[src/rtl/resp_sig_compactor.sv]
// rtl/resp_sig_compactor.sv - folds accepted response vectors into a 32-bit MISR and checks it against a golden word.
// Optional X/Z detection on accepted samples is enabled by defining RESP_XCHK_EN (simulation only).
module resp_sig_compactor #(
  parameter int          OUT_W  = 330,
  parameter int          CYCLES = 100,
  parameter logic [31:0] POLY   = 32'h04C11DB7,
  parameter logic [31:0] SEED   = 32'hFFFFFFFF
) (
  input  logic             clk,
  input  logic             rst,
  input  logic             start,
  input  logic             resp_valid,
  input  logic [OUT_W-1:0] resp_data,
  input  logic [31:0]      expect_sig,
  output logic             busy,
  output logic             done,
  output logic             pass,
  output logic [31:0]      sig,
  output logic [31:0]      sample_cnt,
  output logic             x_seen
);

  localparam int NW = (OUT_W + 31) / 32;
  localparam int PW = NW * 32;

  typedef enum logic [1:0] {S_IDLE, S_RUN, S_DONE} state_t;

  state_t      state_q, state_d;
  logic [31:0] sig_q, sig_d;
  logic [31:0] cnt_q, cnt_d;
  logic        pass_q, pass_d;
  logic        x_seen_q, x_seen_d;

  logic [PW-1:0] padded;
  logic [31:0]   fold;
  logic [31:0]   sig_next;
  logic          accept;
  logic          last;
  logic          x_in;

  // Zero-padded top word means the unused upper bits never disturb the fold.
  always_comb begin
    padded = '0;
    padded[OUT_W-1:0] = resp_data;
    fold = '0;
    for (int k = 0; k < NW; k++) begin
      fold = fold ^ padded[32*k +: 32];
    end
  end

  assign sig_next = {sig_q[30:0], 1'b0} ^ (sig_q[31] ? POLY : 32'h0) ^ fold;
  assign accept   = (state_q == S_RUN) && resp_valid;
  assign last     = (cnt_q == 32'(CYCLES - 1));

`ifdef RESP_XCHK_EN
  assign x_in = ((^resp_data) === 1'bx);

  always_ff @(posedge clk) begin
    if (!rst && accept && x_in && !x_seen_q) begin
      $error("resp_sig_compactor: X/Z on resp_data at sample_cnt=%0d", cnt_q);
    end
  end
`else
  assign x_in = 1'b0;
`endif

  always_comb begin
    state_d  = state_q;
    sig_d    = sig_q;
    cnt_d    = cnt_q;
    pass_d   = pass_q;
    x_seen_d = x_seen_q;
    case (state_q)
      S_IDLE, S_DONE: begin
        if (start) begin
          sig_d    = SEED;
          cnt_d    = 32'd0;
          pass_d   = 1'b0;
          x_seen_d = 1'b0;
          if (CYCLES == 0) begin
            state_d = S_DONE;
            pass_d  = (SEED == expect_sig);
          end else begin
            state_d = S_RUN;
          end
        end
      end
      S_RUN: begin
        if (accept) begin
          sig_d    = sig_next;
          cnt_d    = cnt_q + 32'd1;
          x_seen_d = x_seen_q | x_in;
          if (last) begin
            state_d = S_DONE;
            pass_d  = (sig_next == expect_sig) && !x_seen_d;
          end
        end
      end
      default: state_d = S_IDLE;
    endcase
  end

  always_ff @(posedge clk) begin
    if (rst) begin
      state_q  <= S_IDLE;
      sig_q    <= SEED;
      cnt_q    <= 32'd0;
      pass_q   <= 1'b0;
      x_seen_q <= 1'b0;
    end else begin
      state_q  <= state_d;
      sig_q    <= sig_d;
      cnt_q    <= cnt_d;
      pass_q   <= pass_d;
      x_seen_q <= x_seen_d;
    end
  end

  assign busy       = (state_q == S_RUN);
  assign done       = (state_q == S_DONE);
  assign pass       = pass_q;
  assign sig        = sig_q;
  assign sample_cnt = cnt_q;
  assign x_seen     = x_seen_q;

endmodule

[config.mk]
export PLATFORM = sky130hd
export DESIGN_NAME = resp_sig_compactor
export DESIGN_NICKNAME = d
export VERILOG_FILES = /design/src/rtl/resp_sig_compactor.sv
export SDC_FILE = /design/constraint.sdc
export NUM_CORES = 1
export LEC_CHECK = 0
export ABC_CLOCK_PERIOD_IN_PS = 3200
export CORE_AREA = 10 10 159 161
export DETAILED_ROUTE_END_ITERATION = 10
export DIE_AREA = 0 0 169 171
export GPL_TIMING_DRIVEN = 0
export PLACE_DENSITY = 0.77
export SYNTH_ARGS = -nofsm -noshare
export SYNTH_HDL_FRONTEND = slang
export SYNTH_SLANG_ARGS = --single-unit
[constraint.sdc]
create_clock -name clk -period 3.2 [get_ports clk]
set_input_delay 0.96 -clock clk [delete_from_list [all_inputs] [get_ports clk]]
set_output_delay 0.96 -clock clk [all_outputs]
set_load 0.02 [all_outputs]
* Yosys cells after proc, flatten, opt, wreduce, memory -nomap -nowiden
Index checks and enable logic that the tools add are counted.
** Word-level totals
- Flip-flop bits (word level) :: 67
- Output and inout port bits :: 68
- Logic and storage cells :: 46
- Input bits :: 366
** Cells by class
- Equality and inequality tests :: 7
- Bitwise gates (word level) :: 12
- Reduce and logical (&&, ||, !) cells :: 7
- Add/sub/neg operators :: 1
- Mux-type cells :: 15
** Operators by type and width (number)
- $xor A32 B32 Y32 :: 10
- $mux W32 :: 4
- $pmux W32 S2 :: 2
- $add A32 B1 Y32 const B :: 1
- $eq A32 B32 Y1 :: 1
- $eq A32 B7 Y1 const B :: 1
- $xor A32 B10 Y32 :: 1
- $xor A32 B27 Y32 :: 1
- $mux W27 :: 1
- $mux W2 :: 3
- $reduce_and A3 Y1 :: 2
- $ne A2 B1 Y1 const B :: 2
- $pmux W2 S2 :: 1
- $reduce_and A4 Y1 :: 1
- $mux W1 :: 3
- $eq A2 B1 Y1 const B :: 1
- $eq A2 B2 Y1 const B :: 1
- $logic_not A2 Y1 :: 1
- $ne A2 B2 Y1 const B :: 1
- $pmux W1 S2 :: 1
- $reduce_bool A2 Y1 :: 1
- $reduce_or A2 Y1 :: 1
- $logic_and A1 B1 Y1 :: 1

* Logic depth before layout (Yosys ltp)
- Depth after elaboration :: 15
- Depth in mapped cells :: 9
- Depth with buffers taken out :: 8

* Least setup slack after synthesis
No wires, ideal clock.
- Path type :: input to register
- Start :: input port resp_data[31]
- End :: register pass_q, in the netlist pass
- Required time :: 3.141 ns
- Cell stages on the path :: 7
- Path slack :: 0.420 ns
- Library setup time :: 0.059 ns
- Path buffers :: 0
- Arrival time :: 2.721 ns
- Path through :: xnor2_1 xnor2_2 xnor3_1 xor2_1 or4_1 nor4_1 a31o_1
** Between the ends
- Cells in the longest elaborated chain, start to end :: 15
** RTL lines
- start: declaration :: line 13 : input logic [OUT_W-1:0] resp_data,
- $xor A32 B32 Y32 (9 in series) :: line 47 : fold = fold ^ padded[32*k +: 32];
- $xor A32 B10 Y32 :: line 47
- $xor A32 B32 Y32 :: line 51 : assign sig_next = {sig_q[30:0], 1'b0} ^ (sig_q[31] ? POLY : 32'h0) ^ fold;
- $eq A32 B32 Y1 :: line 95 : pass_d = (sig_next == expect_sig) && !x_seen_d;
- $mux W1 :: line 93 : if (last) begin
- $mux W1 :: line 89 : if (accept) begin
- $pmux W1 S2 :: line 73 : case (state_q)
- end signal: assignment :: line 114 : pass_q <= pass_d;
- end: declaration :: line 31 : logic pass_q, pass_d;
Every way passes these cells. The select of a mux whose other input is x is not followed.
A chain may end at the register's enable or synchronous reset.

* Final worst setup path
- Start :: input port resp_data[17]
- End :: register pass_q, in the netlist pass
The elaborated chain is that of the path after synthesis.

==> reports/metrics.yaml <==
status:
  run_status: "finished, final reports clean"
sta:
  rsz0062_at_grt: "yes"
  post-route-period-util_pct: 98.5
  fmax_mhz: 317
  tightestPinTransition_ps: 651
  drv_slew: 0
  period_needed_ps: 3150
  finalHoldViolCount: 0
  setup_viol: 0
  relSlewSlack_pct: 56.6
  fin_worst_skew_ps: 7.04
cts:
  clk_pin_slew_worst_paths_ps: 60
  htree_levels: 3
  numCtsBuffers: 9
  clock_latency_ps: 330
  max-clock-path-buffers: 2
  hold_buffers: 0
  cts_tree: "built"
  root_buffer: "clkbuf_16"
  clock_sinks: 67
die:
  core_area_sq_um: 22200
  die_h_um: 171
  start_util_pct: 28.6
  ios: 434
  chipWidth_um: 169
  dieArea_sq_um: 28900
  rows: 55
critical_path:
  cp.required_ps: 3460
  cp-end-kind: "register"
  worstPathMaxFanout: 2
  critPathKind: "input pin to register"
  worstPathArrival_ps: 3410
  start_kind: "input pin"
logic_synthesis:
  yosys_register_bits: 67
  synthAdderAreaFrac_pct: 0.197
  seq_area_frac_synth_pct: 21.1
  syn_area_sq_um: 6350
  async_reset_ff_share_pct: 0
  synth_xor_area_share_pct: 59.7
  yosysWarnings: 0
  mappedNetlistNets: 1023
  syn-instance-count: 656
  synth_ff_type: "dfxtp_1"
  synth_top_family_by_area: "XOR/XNOR gates"
  muxShareOfSynthArea_pct: 0
  synth_edf_count: 0
  yosys.area_share.simple_pct: 9.99
  synth_compound_area_share_pct: 7.21
  synth_area_per_cell_sq_um: 9.68
  synth_cell_types: 38
placed_design:
  post_dp_cell_area_sq_um: 11000
  port_buffers: 432
  gp_congestion: 0.865
  hpwlAfterDp_um: 25100
cells_and_area:
  syn2layout_area_growth_pct: 80.9
  nets: 1467
  fin_area_sq_um: 11500
  drive_gt1_share_pct: 2.90
  fillers: 2019
pwr:
  ir_drop_v: 0.000231
  cellPowerDensity_nw_per_um2: 382
  leakage_nw: 4.10
  power_mw: 4.39
routing:
  drt-initial-drc-count: 234
  wire_per_inst_um: 20.2
  wirelength_um: 28100
  drcViolationCount: 0
  dr.pass1.iters: 4
  drt-vias-per-instance: 4.48
  ant_nets: 0
  route.vias.total: 6225
grt:
  grtUsageTotal_pct: 18.0
  grt_max_degree: 13
  grt_overflow: 0
  antenna_found_initial: 1
  grt_first_pass_wirelength_um: 39300
  grt_pass1_vias: 6595
job:
  maxCapViolations: 0
min_path:
  hold_path.class: "register to register"
## layer usage
layer / wire length [um] / global-route usage (%) / share of wire, %
met1: 10400 / 19.1 / 37
met2: 15300 / 34.3 / 54
met3: 2340 / 6.52 / 8.3
met4: 78 / 1.84 / 0.28
met5: 0 / 0 / 0
## through the flow
| step | std cells | setup slack, ps | setup TNS (ps) | hold slack [ps] | utilization (%) |
|---|---|---|---|---|---|
| final | 1390 | 48.6 | 0 | 530 | 51.7 |
| after global routing | 1390 | -6.58 | -6.58 | 561 | 51.7 |
| after CTS | 1389 | 28.3 | 0 | 523 | 51.4 |
| after detailed placement | 1373 | -643 | -1930 | 514 | 49.6 |
| after global placement | 1373 | -693 | -1980 | 505 | 49.6 |
| after floorplan | 656 | 420 | 0 | 577 | - |
## path summary, 6_finish.rpt
check / depth (start not counted) / slack (ps) / endpoint / start
min: 2 / 530 / sample_cnt[27]$_SDFFE_PP0P_ / sample_cnt[27]$_SDFFE_PP0P_
max: 8 / 50 / pass$_SDFFE_PP0P_ / resp_data[17]
min reg2reg: 2 / 530 / sample_cnt[27]$_SDFFE_PP0P_ / sample_cnt[27]$_SDFFE_PP0P_
max reg2reg: 9 / 670 / pass$_SDFFE_PP0P_ / sig[31]$_SDFFE_PP1P_
## registers in the layout, indices dropped and copies added, names as in the netlist
signal and count:
pass 1, sig 32, state_q 2, sample_cnt 32
## cell families after synthesis
| group | Yosys count |
|---|---|
| XOR/XNOR | 383 |
| flip-flops | 67 |
| adder cells (fa/ha/maj) | 1 |
| buffers and inverters | 24 |
| AO/OA/AOI/OAI | 60 |
| AND/OR/NAND/NOR | 120 |
| other | 1 |
## placed cells by master (no fill, tap or decap), drive strengths merged
cell type	count
o21ai	13
a22oi	1
and3b	1
bufinv	4
clkinv	1
inv	9
nand2	13
or4	1
nand3	7
xor3	2
conb	1
a221o	27
dfxtp	67
or3	5
nor4bb	2
xnor3	28
nor3	4
diode	1
nor4	10
ha	1
o22ai	1
nor2	40
clkbuf	22
a31o	1
and4	3
nor4b	2
nor2b	5
nand4	15
clkdlybuf4s50	432
xnor2	293
and3	4
o311ai	1
nand2b	4
buf	4
xor2	60
o2111ai	3
a21oi	13
and2	4
## cell type report
class	instances	area (sq um)	share of cell area [%]
Tap cell	285	357	3.10
Clock inverter	6	138	1.20
Sequential cell	67	1340	11.7
Buffer	16	75.1	0.654
Multi-Input combinational cell	565	4980	43.4
Timing Repair Buffer	433	4330	37.7
Antenna cell	1	2.50	0.0218
Inverter	8	30.0	0.261
Clock buffer	9	225	1.96
## power by group
part           leakage (nW)  switching [mW]  internal, mW
Sequential            0.543          0.0274         0.858
Combinational          3.38           0.943          1.34
Clock                 0.176           0.382         0.840
## timing repair
item,in CTS,in global routing
buffers inserted,1,0
pin swaps,6,5
gates resized for setup,6,6
gates cloned,0,0
setup endpoints to repair,1,5
## Yosys cell counts (4+ instances only)
master,n,area share [%]
a21oi_1,13,1.0
a221o_1,27,4.3
and2_1,4,0.39
and3_1,4,0.39
clkbuf_1,13,0.77
dfxtp_1,67,21
inv_1,8,0.47
nand2_1,13,0.77
nand2b_1,4,0.39
nand3_1,7,0.55
nand4_1,15,1.5
nor2_1,40,2.4
nor2b_1,5,0.49
nor3_1,4,0.32
nor4_1,9,0.89
o21ai_0,12,0.95
or3_1,5,0.49
xnor2_1,290,40
xnor3_1,28,9.9
xor2_1,60,8.3
## worst max-delay path, cell delays in order
cell	delay, ps
clkdlybuf4s50_1	420
xnor2_1	210
xnor2_1	150
xnor3_1	460
xnor2_1	380
nand4_1	230
nor4bb_1	380
a31o_1	230
(Power assumes the default switching activity.)
